--- config.mk ---
export PLATFORM = sky130hd
export DESIGN_NAME = router_input_buffer
export DESIGN_NICKNAME = d
export VERILOG_FILES = /design/src/rtl/router_pkg.sv /design/src/rtl/router_input_buffer_credit_fifo.sv /design/src/rtl/router_input_buffer.sv
export SDC_FILE = /design/constraint.sdc
export NUM_CORES = 1
export LEC_CHECK = 0
export CAP_MARGIN = 0
export CORE_AREA = 2 2 151 153
export DETAILED_ROUTE_END_ITERATION = 6
export DIE_AREA = 0 0 153 155
export MAX_ROUTING_LAYER = met4
export PLACE_DENSITY = 0.7
export SETUP_SLACK_MARGIN = 0.3
export SLEW_MARGIN = 20
export SYNTH_ARGS = -nofsm -noshare
export SYNTH_HDL_FRONTEND = slang
export SYNTH_HIERARCHICAL = 1
export SYNTH_SLANG_ARGS = --single-unit
--- constraint.sdc ---
create_clock -name clock -period 5 [get_ports clock]
set_input_delay 1.25 -clock clock [delete_from_list [all_inputs] [get_ports clock]]
set_output_delay 1.25 -clock clock [all_outputs]
set_load 0.01 [all_outputs]
--- src/rtl/router_pkg.sv ---
// Shared types and default sizes for the router input port.
package router_pkg;

  localparam int FLIT_WIDTH   = 16;
  localparam int BUFFER_DEPTH = 16;

  typedef logic [FLIT_WIDTH-1:0] flit_t;

  // Packet framing phases of one input port.
  typedef enum logic [2:0] {
    S_IDLE,
    S_REQ,
    S_HEADER,
    S_SIZE,
    S_PAYLOAD
  } ibuf_state_t;

endpackage

--- src/rtl/router_input_buffer_credit_fifo.sv ---
// Credit-based flit FIFO: storage, wrapping pointers, occupancy count and
// the upstream credit signal derived from the occupancy.
module credit_fifo #(
  parameter int W     = 16,
  parameter int DEPTH = 16
) (
  input  logic                     clock,
  input  logic                     reset,
  input  logic                     rx,
  input  logic [W-1:0]             data_i,
  input  logic                     pop,
  output logic                     credit_o,
  output logic [W-1:0]             data_o,
  output logic                     empty,
  output logic [$clog2(DEPTH):0]   count
);

  localparam int AW = $clog2(DEPTH);
  localparam int CW = AW + 1;

  logic [W-1:0]  mem [DEPTH];
  logic [AW-1:0] wr_ptr;
  logic [AW-1:0] rd_ptr;
  logic          full;
  logic          wr_en;
  logic          rd_en;

  // Occupancy flags and credit; credit is held low while reset is asserted.
  always_comb begin
    full     = (count == CW'(DEPTH));
    empty    = (count == '0);
    credit_o = reset && !full;
    wr_en    = rx && credit_o;
    rd_en    = pop && !empty;
    data_o   = mem[rd_ptr];
  end

  // Flit storage; contents are not reset, only the pointers are.
  always_ff @(posedge clock) begin
    if (wr_en) mem[wr_ptr] <= data_i;
  end

  // Pointers wrap naturally because DEPTH is a power of two.
  always_ff @(posedge clock or negedge reset) begin
    if (!reset) begin
      wr_ptr <= '0;
      rd_ptr <= '0;
      count  <= '0;
    end else begin
      if (wr_en) wr_ptr <= wr_ptr + AW'(1);
      if (rd_en) rd_ptr <= rd_ptr + AW'(1);
      case ({wr_en, rd_en})
        2'b10:   count <= count + CW'(1);
        2'b01:   count <= count - CW'(1);
        default: count <= count;
      endcase
    end
  end

endmodule

--- src/rtl/router_input_buffer.sv ---
// Router input port: buffers incoming flits, requests a route for the header
// at the FIFO head, then streams header, size and payload to the crossbar.
//
// Handshakes: upstream flit accepted on a rising edge when rx && credit_o;
// crossbar flit taken when data_av && data_ack; routing grant is a single
// cycle ack_h pulse honoured only while h is high.
module router_input_buffer
  import router_pkg::*;
#(
  parameter int FLIT_WIDTH   = router_pkg::FLIT_WIDTH,
  parameter int BUFFER_DEPTH = router_pkg::BUFFER_DEPTH
) (
  input  logic                          clock,
  input  logic                          reset,
  input  logic                          rx,
  input  logic [FLIT_WIDTH-1:0]         data_i,
  output logic                          credit_o,
  output logic                          h,
  input  logic                          ack_h,
  output logic                          data_av,
  output logic [FLIT_WIDTH-1:0]         data_o,
  input  logic                          data_ack,
  output logic                          sender,
  output ibuf_state_t                   dbg_state,
  output logic [$clog2(BUFFER_DEPTH):0] dbg_count
);

  ibuf_state_t           state;
  ibuf_state_t           state_next;
  logic [FLIT_WIDTH-1:0] remaining;
  logic                  empty;
  logic                  pop;

  credit_fifo #(
    .W     (FLIT_WIDTH),
    .DEPTH (BUFFER_DEPTH)
  ) u_fifo (
    .clock    (clock),
    .reset    (reset),
    .rx       (rx),
    .data_i   (data_i),
    .pop      (pop),
    .credit_o (credit_o),
    .data_o   (data_o),
    .empty    (empty),
    .count    (dbg_count)
  );

  assign pop       = data_av && data_ack;
  assign dbg_state = state;

  // State register and payload down-counter.
  always_ff @(posedge clock or negedge reset) begin
    if (!reset) begin
      state     <= S_IDLE;
      remaining <= '0;
    end else begin
      state <= state_next;
      if (pop && state == S_SIZE)    remaining <= data_o;
      if (pop && state == S_PAYLOAD) remaining <= remaining - FLIT_WIDTH'(1);
    end
  end

  // Next-state: framing advances only on the grant or on actual pops.
  always_comb begin
    state_next = state;
    case (state)
      S_IDLE:    if (!empty) state_next = S_REQ;
      S_REQ:     if (ack_h)  state_next = S_HEADER;
      S_HEADER:  if (pop)    state_next = S_SIZE;
      S_SIZE:    if (pop)    state_next = (data_o == '0) ? S_IDLE : S_PAYLOAD;
      S_PAYLOAD: if (pop && remaining == FLIT_WIDTH'(1)) state_next = S_IDLE;
      default:   state_next = S_IDLE;
    endcase
  end

  // Output decode from the current framing phase.
  always_comb begin
    h       = 1'b0;
    data_av = 1'b0;
    sender  = 1'b0;
    case (state)
      S_REQ:     h = 1'b1;
      S_HEADER:  begin sender = 1'b1; data_av = 1'b1;   end
      S_SIZE:    begin sender = 1'b1; data_av = !empty; end
      S_PAYLOAD: begin sender = 1'b1; data_av = !empty; end
      default:   ;
    endcase
  end

endmodule

* Yosys cells after proc, flatten, opt, wreduce, memory -nomap -nowiden
Memory sizes are Yosys's and may differ from the RTL's.
Cells that the tools add are included.
** Cells by class
- Equal/unequal tests :: 13
- Reductions and logical operators :: 17
- Muxes and demuxes :: 15
- Add/sub/neg operators :: 5
** Operators with widths (number)
- 16-bit two-way mux :: 2
- 3-bit two-way mux :: 6
- 16-bit by 1-bit equality test with 1-bit output (second input constant) :: 1
- 16-bit logical NOT :: 1
- 16-bit by 1-bit subtractor with 16-bit output (second input constant) :: 1
- 3-bit one-hot mux with 5 select lines :: 1
- 5-bit one-hot mux with 2 select lines :: 1
- 4-bit by 1-bit adder with 4-bit output (second input constant) :: 2
- 2-bit != test (second input constant) :: 4
- 1-bit logical AND :: 7
- 3-bit by 2-bit equality test with 1-bit output (second input constant) :: 2
- 5-bit by 1-bit adder with 5-bit output (second input constant) :: 1
- 5-bit equality test (second input constant) :: 1
- 5-bit logical NOT :: 1
- 5-bit AND reduction :: 1
- 5-bit by 1-bit subtractor with 5-bit output (second input constant) :: 1
- 1-bit two-way mux :: 4
- 2-bit nonzero test :: 2
- 3-bit by 1-bit equality test with 1-bit output (second input constant) :: 1
- 3-bit equality test (second input constant) :: 1
- 3-bit logical NOT :: 1
- 3-bit OR reduction :: 1
- 2-bit by 1-bit equality test with 1-bit output (second input constant) :: 1
- 2-bit equality test (second input constant) :: 1
- other kinds (4) :: 5
** Word-level totals
- Flip-flop bits (word level) :: 32
- Memories kept :: 1
- Output and inout port bits :: 28
- Bits in writable memories :: 256
- Input bits :: 21
** Memories
- u_fifo.mem :: depth 16, width 16, read ports 1, clocked after memory_dff 0, write ports 1, line router_input_buffer_credit_fifo.sv:21 : logic [W-1:0] mem [DEPTH];

* Logic depth before layout (Yosys ltp)
- Word-level depth :: 7
- Mapped depth :: 16

* Hierarchy
Netlist, hierarchy kept.
** Modules (own cells, without submodules)
- credit_fifo :: instances 1, cells each 551, area each 10598.9 um^2
- router_input_buffer :: instances 1, cells each 154, area each 1310.0 um^2

* Least setup slack after synthesis
Ideal clock, no wire load.
- Path kind :: register to register
- From :: register u_fifo.count[0]
- To :: register u_fifo.count[4]
- Data required time :: 4874 ps
- Stages on the path, launching flop included :: 16
- Setup time :: 126 ps
- Arrival :: 3411 ps
- Path buffers :: 1
- Slack :: 1462 ps
- Path through :: dfrtp_1 > or4_4 > nor2_1 > nand2_1 > nand2_1 > o21ai_0 > and2_1 > nor2b_1 > clkbuf_1 > ha_1 > ha_1 > nor2b_1 > o21ai_0 > a21oi_1 > or3b_2 > xnor2_1
** Between the ends
- Word-level cells in the longest chain between the ends :: 7
- Elaborated cells on any way between the ends :: 15
- Classes of those cells :: add/sub (2); eq/ne (3); mux (2); reduce/logical (8)
** RTL lines
- start: declaration :: line router_input_buffer_credit_fifo.sv:15 : output logic [$clog2(DEPTH):0] count
- start signal: assignment :: line router_input_buffer_credit_fifo.sv:53 : 2'b10: count <= count + CW'(1);
- start signal: assignment :: line router_input_buffer_credit_fifo.sv:54 : 2'b01: count <= count - CW'(1);
- start signal: assignment :: line router_input_buffer_credit_fifo.sv:55 : default: count <= count;
- 5-bit logical NOT (*) :: line router_input_buffer_credit_fifo.sv:31 : empty = (count == '0);
- via empty :: line router_input_buffer.sv:31 : logic empty;
- 1-bit logical NOT (*) :: line router_input_buffer.sv:85, router_input_buffer.sv:86
- 1-bit one-hot mux with 2 select lines (*) :: line router_input_buffer.sv:82 : case (state)
- via data_av :: line router_input_buffer.sv:20 : output logic data_av,
- 1-bit logical AND (*) :: line router_input_buffer.sv:49 : assign pop = data_av && data_ack;
- via pop :: line router_input_buffer.sv:32 : logic pop;
- 1-bit logical AND (*) :: line router_input_buffer_credit_fifo.sv:34 : rd_en = pop && !empty;
- via u_fifo.rd_en :: line router_input_buffer_credit_fifo.sv:26 : logic rd_en;
- 2-bit by 1-bit equality test with 1-bit output / 2-bit equality test (equally long branches) :: line router_input_buffer_credit_fifo.sv:52 : case ({wr_en, rd_en})
- 5-bit one-hot mux with 2 select lines / 2-bit nonzero test (equally long branches)
The timed path passes the listed nets; every way through them passes the cells marked *.
A chain may end at the register's enable or synchronous reset.

* Worst setup path in the final report
- From :: register u_fifo.rd_ptr[2]
- To :: output data_o[5]
** Between the ends
- Word-level cells in the longest chain between the ends :: 1
** RTL lines
- start: declaration :: line router_input_buffer_credit_fifo.sv:23 : logic [AW-1:0] rd_ptr;
- start signal: assignment :: line router_input_buffer_credit_fifo.sv:51 : if (rd_en) rd_ptr <= rd_ptr + AW'(1);
- memory 16 x 16 bit
- end: declaration :: line router_input_buffer.sv:21 : output logic [FLIT_WIDTH-1:0] data_o,
Every way passes these cells.

==> metrics.cfg <==
[finish]
final_nets = 803
multi_input_area_mm2 = 0.00319
fillerInstances = 1591
mostFrequentLayoutCell = edfxtp_1
area_growth_syn_to_layout_pct = 15.4
layout.area.seq_mm2 = 0.00849
instances_no_fill = 1078
final_cell_mix = 256 x edfxtp_1, 66 x mux2i_1, 48 x clkdlybuf4s50_1, 39 x nand2_1, 37 x o21ai_0
layout-drive-gt1-share_pct = 15.0
fin_area_mm2 = 0.0137

[sta]
worst_pin_slew_ps = 1030
rsz0062_at_grt = no
fin_crit_ps = 4510
maxSlewHeadroom_pct = 31.5
clock.fmax_ghz = 0.222
finClkSkew_ps = 10.1
fin_ws_ps = 492
setup_violations = 0
holdWs_ps = 515
slew_violations = 0
fin_crit_sh_pct = 90.2
tns_ps = 0
hold_viol = 0

[floorplanning]
die_w_um = 153
die_h_um = 155
core_mm2 = 0.0222
die-area_mm2 = 0.0237
row_count = 55
ios = 49
initial_core_util_pct = 53.6

[min_path]
min_path_type = reg -> reg

[power]
power.internal_uw = 5400
clock_power_share_pct = 25.7
leakagePower_uw = 0.00473
power.share.sequential_pct = 38.8
p_comb_share_pct = 35.5
swShare_pct = 32.8
p_per_area_mw_per_mm2 = 585
peakVddDrop_v = 0.000255
power_switching_uw = 2640

[placed_design]
pre_cts_ws_ps = 860
place_inst = 1024
numPortBuffers = 48
gp_congestion = 0.850
dp_hpwl_mm = 16.2
place_area_mm2 = 0.0128

[drt]
drtIter0Drc = 604
ant_nets = 0
num_vias = 6697
routedWlPerCell_um = 24.0
drc = 0
vias_per_cell = 6.21
totalWireLength_mm = 25.9
dr.pass1.iters = 5

[clock_network]
insertion_delay_ps = 540
cts_buffer_depth = 3
tritoncts = done
htree_levels = 1
postCtsHoldBufs = 0
cts_made_buffers = 28
clk_pin_slew_ps = 70
clock-root-buffer = clkbuf_16
clock-sinks = 288

[setup_path]
critPathMaxStageDelay_ps = 600
crit_slowest_cell = clkdlybuf4s50_1
crit_path_cell_trace = and2_1, buf_4, a221oi_1, a22oi_1, nand2_1, clkdlybuf4s50_1
cp.arrival_ps = 3260
critPathTopFamily = buffers and inverters
cp-start-kind = flip-flop
crit_path_end_kind = output port
path_max_fanout = 11
criticalPathCategory = reg -> out
crit_buf_inv = 2
cp.required_ps = 3750

[synthesis]
yosys_register_bits = 288
ys_types = 56
async_flop_share_pct = 11.1
netlist_area_mm2 = 0.0119
synth-main-ff-cell = edfxtp_1
synthCells = 705
syn_nets = 738
syn_area_per_cell_um2 = 16.9
ys_seq_area_share_pct = 71.3
synth_edf_count = 256
yosysWarnings = 6

[global_route]
grt_max_degree = 42
grt_pass1_wl_mm = 39.2
grt-ovfl-total = 0
grt_use_total_pct = 22.7
antenna_found_initial = 1
grt_pass1_vias = 6649

[status]
status = complete, no violations

[job]
maxCapViolCount = 0

-- path summary, 6_finish.rpt --
kind	from	endpoint	slack, ps	depth (start not counted)
max	u_fifo/rd_ptr[2]$_DFFE_PN0P_	data_o[5]	490	6
min	remaining[6]$_DFFE_PN0P_	remaining[6]$_DFFE_PN0P_	510	2
max reg2reg	dbg_state[1]$_DFFE_PN0P_	u_fifo/count[4]$_DFFE_PN0P_	1270	12
min reg2reg	remaining[6]$_DFFE_PN0P_	remaining[6]$_DFFE_PN0P_	510	2
max in group asynchronous	reset	u_fifo/rd_ptr[0]$_DFFE_PN0P_	3510	2
min in group asynchronous	reset	u_fifo/count[4]$_DFFE_PN0P_	1150	2
-- worst min-delay path, stage by stage (launching register included) --
cell and delay [ps]:
dfrtp_1 330, o21ai_0 70, o21ai_0 70
-- registers in the layout (all words and copies together) (netlist names) --
signal,cells
dbg_state,3
remaining,16
u_fifo/count,5
u_fifo/mem,256
u_fifo/rd_ptr,4
u_fifo/wr_ptr,4
-- kinds of logic after synthesis --
| kind of cell | after synthesis | synth area share [%] |
|---|---|---|
| AOI/OAI and AO/OA | 122 | 7.11 |
| xor gates and xnor gates | 13 | 0.956 |
| adders and majority gates | 12 | 1.32 |
| buffers and inverters | 50 | 1.94 |
| DFF | 288 | 71.3 |
| muxes | 99 | 11.7 |
| and+or+nand+nor | 121 | 5.69 |
-- stage by stage --
step | util [%] | power [uW]
after detailed placement | 57.6 | 5980
final | 61.8 | 8050
after floorplan | - | 4880
after global placement | 57.5 | 5910
after CTS | 61.7 | 8050
after global routing | 61.8 | 8450
-- synth_stat cells, drive strengths merged (2+ instances only) --
| cell | count | share of area (%) |
|---|---|---|
| and2 | 20 | 1.1 |
| o211ai | 2 | 0.13 |
| or3b | 3 | 0.24 |
| dfrtp | 32 | 6.7 |
| nand2 | 39 | 1.2 |
| a221oi | 32 | 2.4 |
| edfxtp | 256 | 65 |
| inv | 11 | 0.35 |
| xor2 | 5 | 0.37 |
| nor4 | 6 | 0.32 |
| a2bb2oi | 2 | 0.15 |
| nand3b | 4 | 0.25 |
| mux2i | 66 | 5.5 |
| nand2b | 3 | 0.16 |
| a22oi | 18 | 1.2 |
| nor3 | 3 | 0.13 |
| nor3b | 5 | 0.32 |
| nor2b | 5 | 0.26 |
| ha | 11 | 1.2 |
| o22ai | 3 | 0.16 |
| or3 | 2 | 0.11 |
| clkbuf | 20 | 0.63 |
| nor2 | 18 | 0.65 |
| o21ai | 37 | 1.6 |
| nand3 | 3 | 0.13 |
| nand4 | 3 | 0.16 |
| buf | 19 | 0.97 |
| a21oi | 17 | 0.71 |
| mux4 | 32 | 6.1 |
| or4 | 3 | 0.28 |
| xnor2 | 8 | 0.59 |
| and3 | 2 | 0.15 |
-- power groups by stage --
| stage | clock network [uW] | registers, uW | logic [uW] |
|---|---|---|---|
| global route | 2210 | 3150 | 3090 |
| global placement | 0 | 3170 | 2740 |
| CTS | 2100 | 3140 | 2810 |
| detailed placement | 0 | 3190 | 2790 |
| floorplan | 0 | 3050 | 1840 |
| finish | 2070 | 3120 | 2860 |
-- repair_timing --
item                       in CTS  in global routing
hold endpoints to repair        0                  0
setup endpoints to repair       0                  1
resized for setup               0                  0
setup buffers                   0                  1
-- per-layer routing --
layer | global-route usage [%] | wire [um] | up-vias
met2 | 35.8 | 12600 | 301
li1 | - | - | 2942
met4 | 8.91 | 811 | 0
met1 | 29.9 | 10400 | 3387
met5 | - | 0 | -
met3 | 4.01 | 2080 | 67
-- cell type report --
| class | count | share of cell area, % |
|---|---|---|
| clock buffer | 41 | 5.90 |
| sequential | 288 | 61.8 |
| inverter | 11 | 0.300 |
| antenna | 1 | 0.0182 |
| tap | 285 | 2.59 |
| timing repair buffer | 74 | 5.44 |
| clock inverter | 11 | 0.755 |
| multi-input combinational | 367 | 23.2 |
(Power assumes the default switching activity.)
==> RTL edit: new RTL, same settings <==
Set the package constant `BUFFER_DEPTH` to 8 (it was 16).
--- a/src/rtl/router_pkg.sv
+++ b/src/rtl/router_pkg.sv
@@ -2,7 +2,7 @@
 package router_pkg;
 
   localparam int FLIT_WIDTH   = 16;
-  localparam int BUFFER_DEPTH = 16;
+  localparam int BUFFER_DEPTH = 8;
 
   typedef logic [FLIT_WIDTH-1:0] flit_t;
 
Interface: changed (resized dbg_count); port bits go from 49 to 48. The function was not compared with the original's and may differ.
==> RTL edit against the unedited design <==
- power fell by 41%
- setup slack improved by 0.52 ns
- sequential power fell by 41%
- synthesized cell count fell by 42%
- first-iteration DRC count fell by 32%
- hold slack improved by 0.013 ns
- count of clock-buffer cells in the layout fell by 21
- sequential cell count fell by 131
- maximum frequency rose by 13%
- final area fell by 40%
- routed wire length fell by 44%
- via count fell by 42%
- synthesized area fell by 42%
- critical endpoint is now data_o[3]
- largest cell class unchanged
- largest power group unchanged
==> RTL edit: results (changes against the unedited design) <==
* Result of the run: finished clean
- Ranked by instance count, the synthesized netlist is headed by 128 x sky130_fd_sc_hd__edfxtp_1, 29 x sky130_fd_sc_hd__dfrtp_1, 25 x sky130_fd_sc_hd__mux4_1.
- Max rail drop VDD: 0.303 mV (+19%)
- Via-per-instance ratio: 5.08 (-18%)
- The placer congestion estimate is 0.833 (-1.9%).
* Post-Syn Nets: 436 (-41%)
- First-pass GRT wire length: 22.3 mm (-43%)
- The post-cts repair resize count is 0 (unchanged).
- Top cells by area in the synthesized netlist: sky130_fd_sc_hd__edfxtp_1 56%, sky130_fd_sc_hd__dfrtp_1 11%, sky130_fd_sc_hd__mux4_1 9.5%
- Quantity of I/O buffers inserted on ports: 47 (-2.1%)
- On the critical path, the stage with the largest delay is an instance of sky130_fd_sc_hd__mux4_1.
- The sum of net half-perimeters after detailed placement was 8.99 mm (-44%).
* Largest delay share family, worst path: multiplexers
- Worst Path Max Fanout: 34 (+23)
* GRT Util Overall: 0.128 (-0.0986)
- Number of clock buffers inserted by TritonCTS: 17 (-39%)
* Worst Hold Class: reg2reg
- The fraction of registers with async set/reset came to 0.185 (+0.0736).
- Post-CTS repair timing setup buffer count: 0 (unchanged)
- The logic depth of the worst register-to-register path came to 12 (unchanged).
- Leakage power of the design: 2.79 nW (-41%)
- Number of different library cells in the post-synthesis netlist: 59 (+5.4%)
- The arrival time of the worst setup path came to 2.74 ns (-0.52 ns).
* Fraction of final layout cells sized beyond drive strength 1: 0.171 (+0.0209)
- In the final layout, the registers with the most flip-flops are u_fifo/mem: 128 flops, remaining: 16 flops, u_fifo/count: 4 flops.
* CTS H-tree depth: 4 (+3)
- The violation count after the first detailed-routing iteration is 409 (-32%).
- The maximum number of pins on one net before global-route repair was 35 (-17%).
- The detailed-router iteration count before antenna repair was 5 (unchanged).
- Worst relative slew slack: 0.388 (+0.0729)
- Initial antenna violation count: 1 (unchanged)
- Later-pin clock latency in the skew report: 0.42 ns (-0.12 ns)
- The deepest clock path buffer count is 2 (-1).
- Cell area reported after detailed placement: 7690 sq um (-40%)
- Worst clock skew: 0.00548 ns (-0.00458 ns)
* Cells on Worst Hold Path: 2 (unchanged)
- Sequential element share of the synthesized area: 0.664 (-0.0486)
- The count of flip-flops with a built-in enable after synthesis was 128 (-50%).
- The number of nets in the finished design came to 496 (-38%).
- Clock-pin slew was measured on the worst setup and hold paths at 0.06 ns.
- The largest stage delay on the critical path came to 0.64 ns (+0.04 ns).
* Number of global-route vias before repair: 3973 (-40%)
- Routed length per placed instance: 18.8 um (-22%)
- The cell count along the critical path is 4 (-2).
- The tree is rooted in a sky130_fd_sc_hd__clkbuf_16.
* Warning count from the yosys run: 6 (unchanged)
-- RTL edit: cell count changes in the layout (fill, tap and decap cells not counted), sizes merged, moves of 5 or more --
cell,delta
edfxtp,-128
mux2i,-64
a221oi,-32
clkbuf,-21
o21ai,-19
and2,-17
mux2,+17
a22oi,-16
nand2,-15
buf,-13
nor2,+5
-- RTL edit: cells by family (layout without fill, tap and decap cells) --
kind of cell / count (synthesis) / count (layout) / synth area share
AO/OA/AOI/OAI: 57 / 57 / 0.0542
adder cells (fa/ha/maj): 8 / 8 / 0.0156
other: 0 / 1 / 0
multiplexers: 52 / 52 / 0.151
flip-flops: 157 / 157 / 0.664
AND/OR/NAND/NOR: 98 / 98 / 0.0820
buffers and inverters: 26 / 98 / 0.0218
XOR/XNOR: 9 / 9 / 0.0115
-- RTL edit: power by group --
| part | internal (mW) | leakage, nW | switching, mW |
|---|---|---|---|
| sequential | 1.62 | 1.50 | 0.217 |
| clock | 0.729 | 0.269 | 0.490 |
| combinational | 0.846 | 1.02 | 0.814 |
| total | 3.19 | 2.79 | 1.52 |
-- RTL edit: final timing paths --
| kind | endpoint | start | slack, ns |
|---|---|---|---|
| min reg2reg | remaining[6]$_DFFE_PN0P_ | remaining[6]$_DFFE_PN0P_ | 0.53 |
| max | data_o[3] | u_fifo/rd_ptr[0]$_DFFE_PN0P_ | 1.01 |
| max reg2reg | u_fifo/count[3]$_DFFE_PN0P_ | u_fifo/count[0]$_DFFE_PN0P_ | 1.42 |
| min in group asynchronous | u_fifo/wr_ptr[1]$_DFFE_PN0P_ | reset | 1.36 |
| max in group asynchronous | remaining[6]$_DFFE_PN0P_ | reset | 3.33 |
| min | remaining[6]$_DFFE_PN0P_ | remaining[6]$_DFFE_PN0P_ | 0.53 |
-- RTL edit: per-stage QoR --
step	total power [mW]	hold WS [ns]	utilization	instances	worst slack, ns
global placement	3.45	0.491	0.346	733	1.24
CTS	4.75	0.517	0.371	764	0.961
floorplan	2.90	0.463	-	407	1.70
detailed placement	3.52	0.504	0.346	733	1.14
global route	4.95	0.561	0.371	765	0.880
finish	4.71	0.528	0.371	765	1.01
-- RTL edit: cell type report --
type	instances	area [sq um]
fill	2047	14000
sequential	157	4570
multi-input combinational	224	2170
timing repair buffer	60	568
clock buffer	20	437
tap	285	357
clock inverter	11	120
inverter	7	26.3
antenna	1	2.50
-- RTL edit: routing by layer --
| metal | up-vias | track usage | share of wire |
|---|---|---|---|
| met5 | - | - | 0 |
| met4 | 0 | 0.0472 | 0.013 |
| met3 | 17 | 0.0354 | 0.056 |
| met2 | 108 | 0.212 | 0.50 |
| met1 | 2007 | 0.151 | 0.43 |
| li1 | 1756 | - | - |
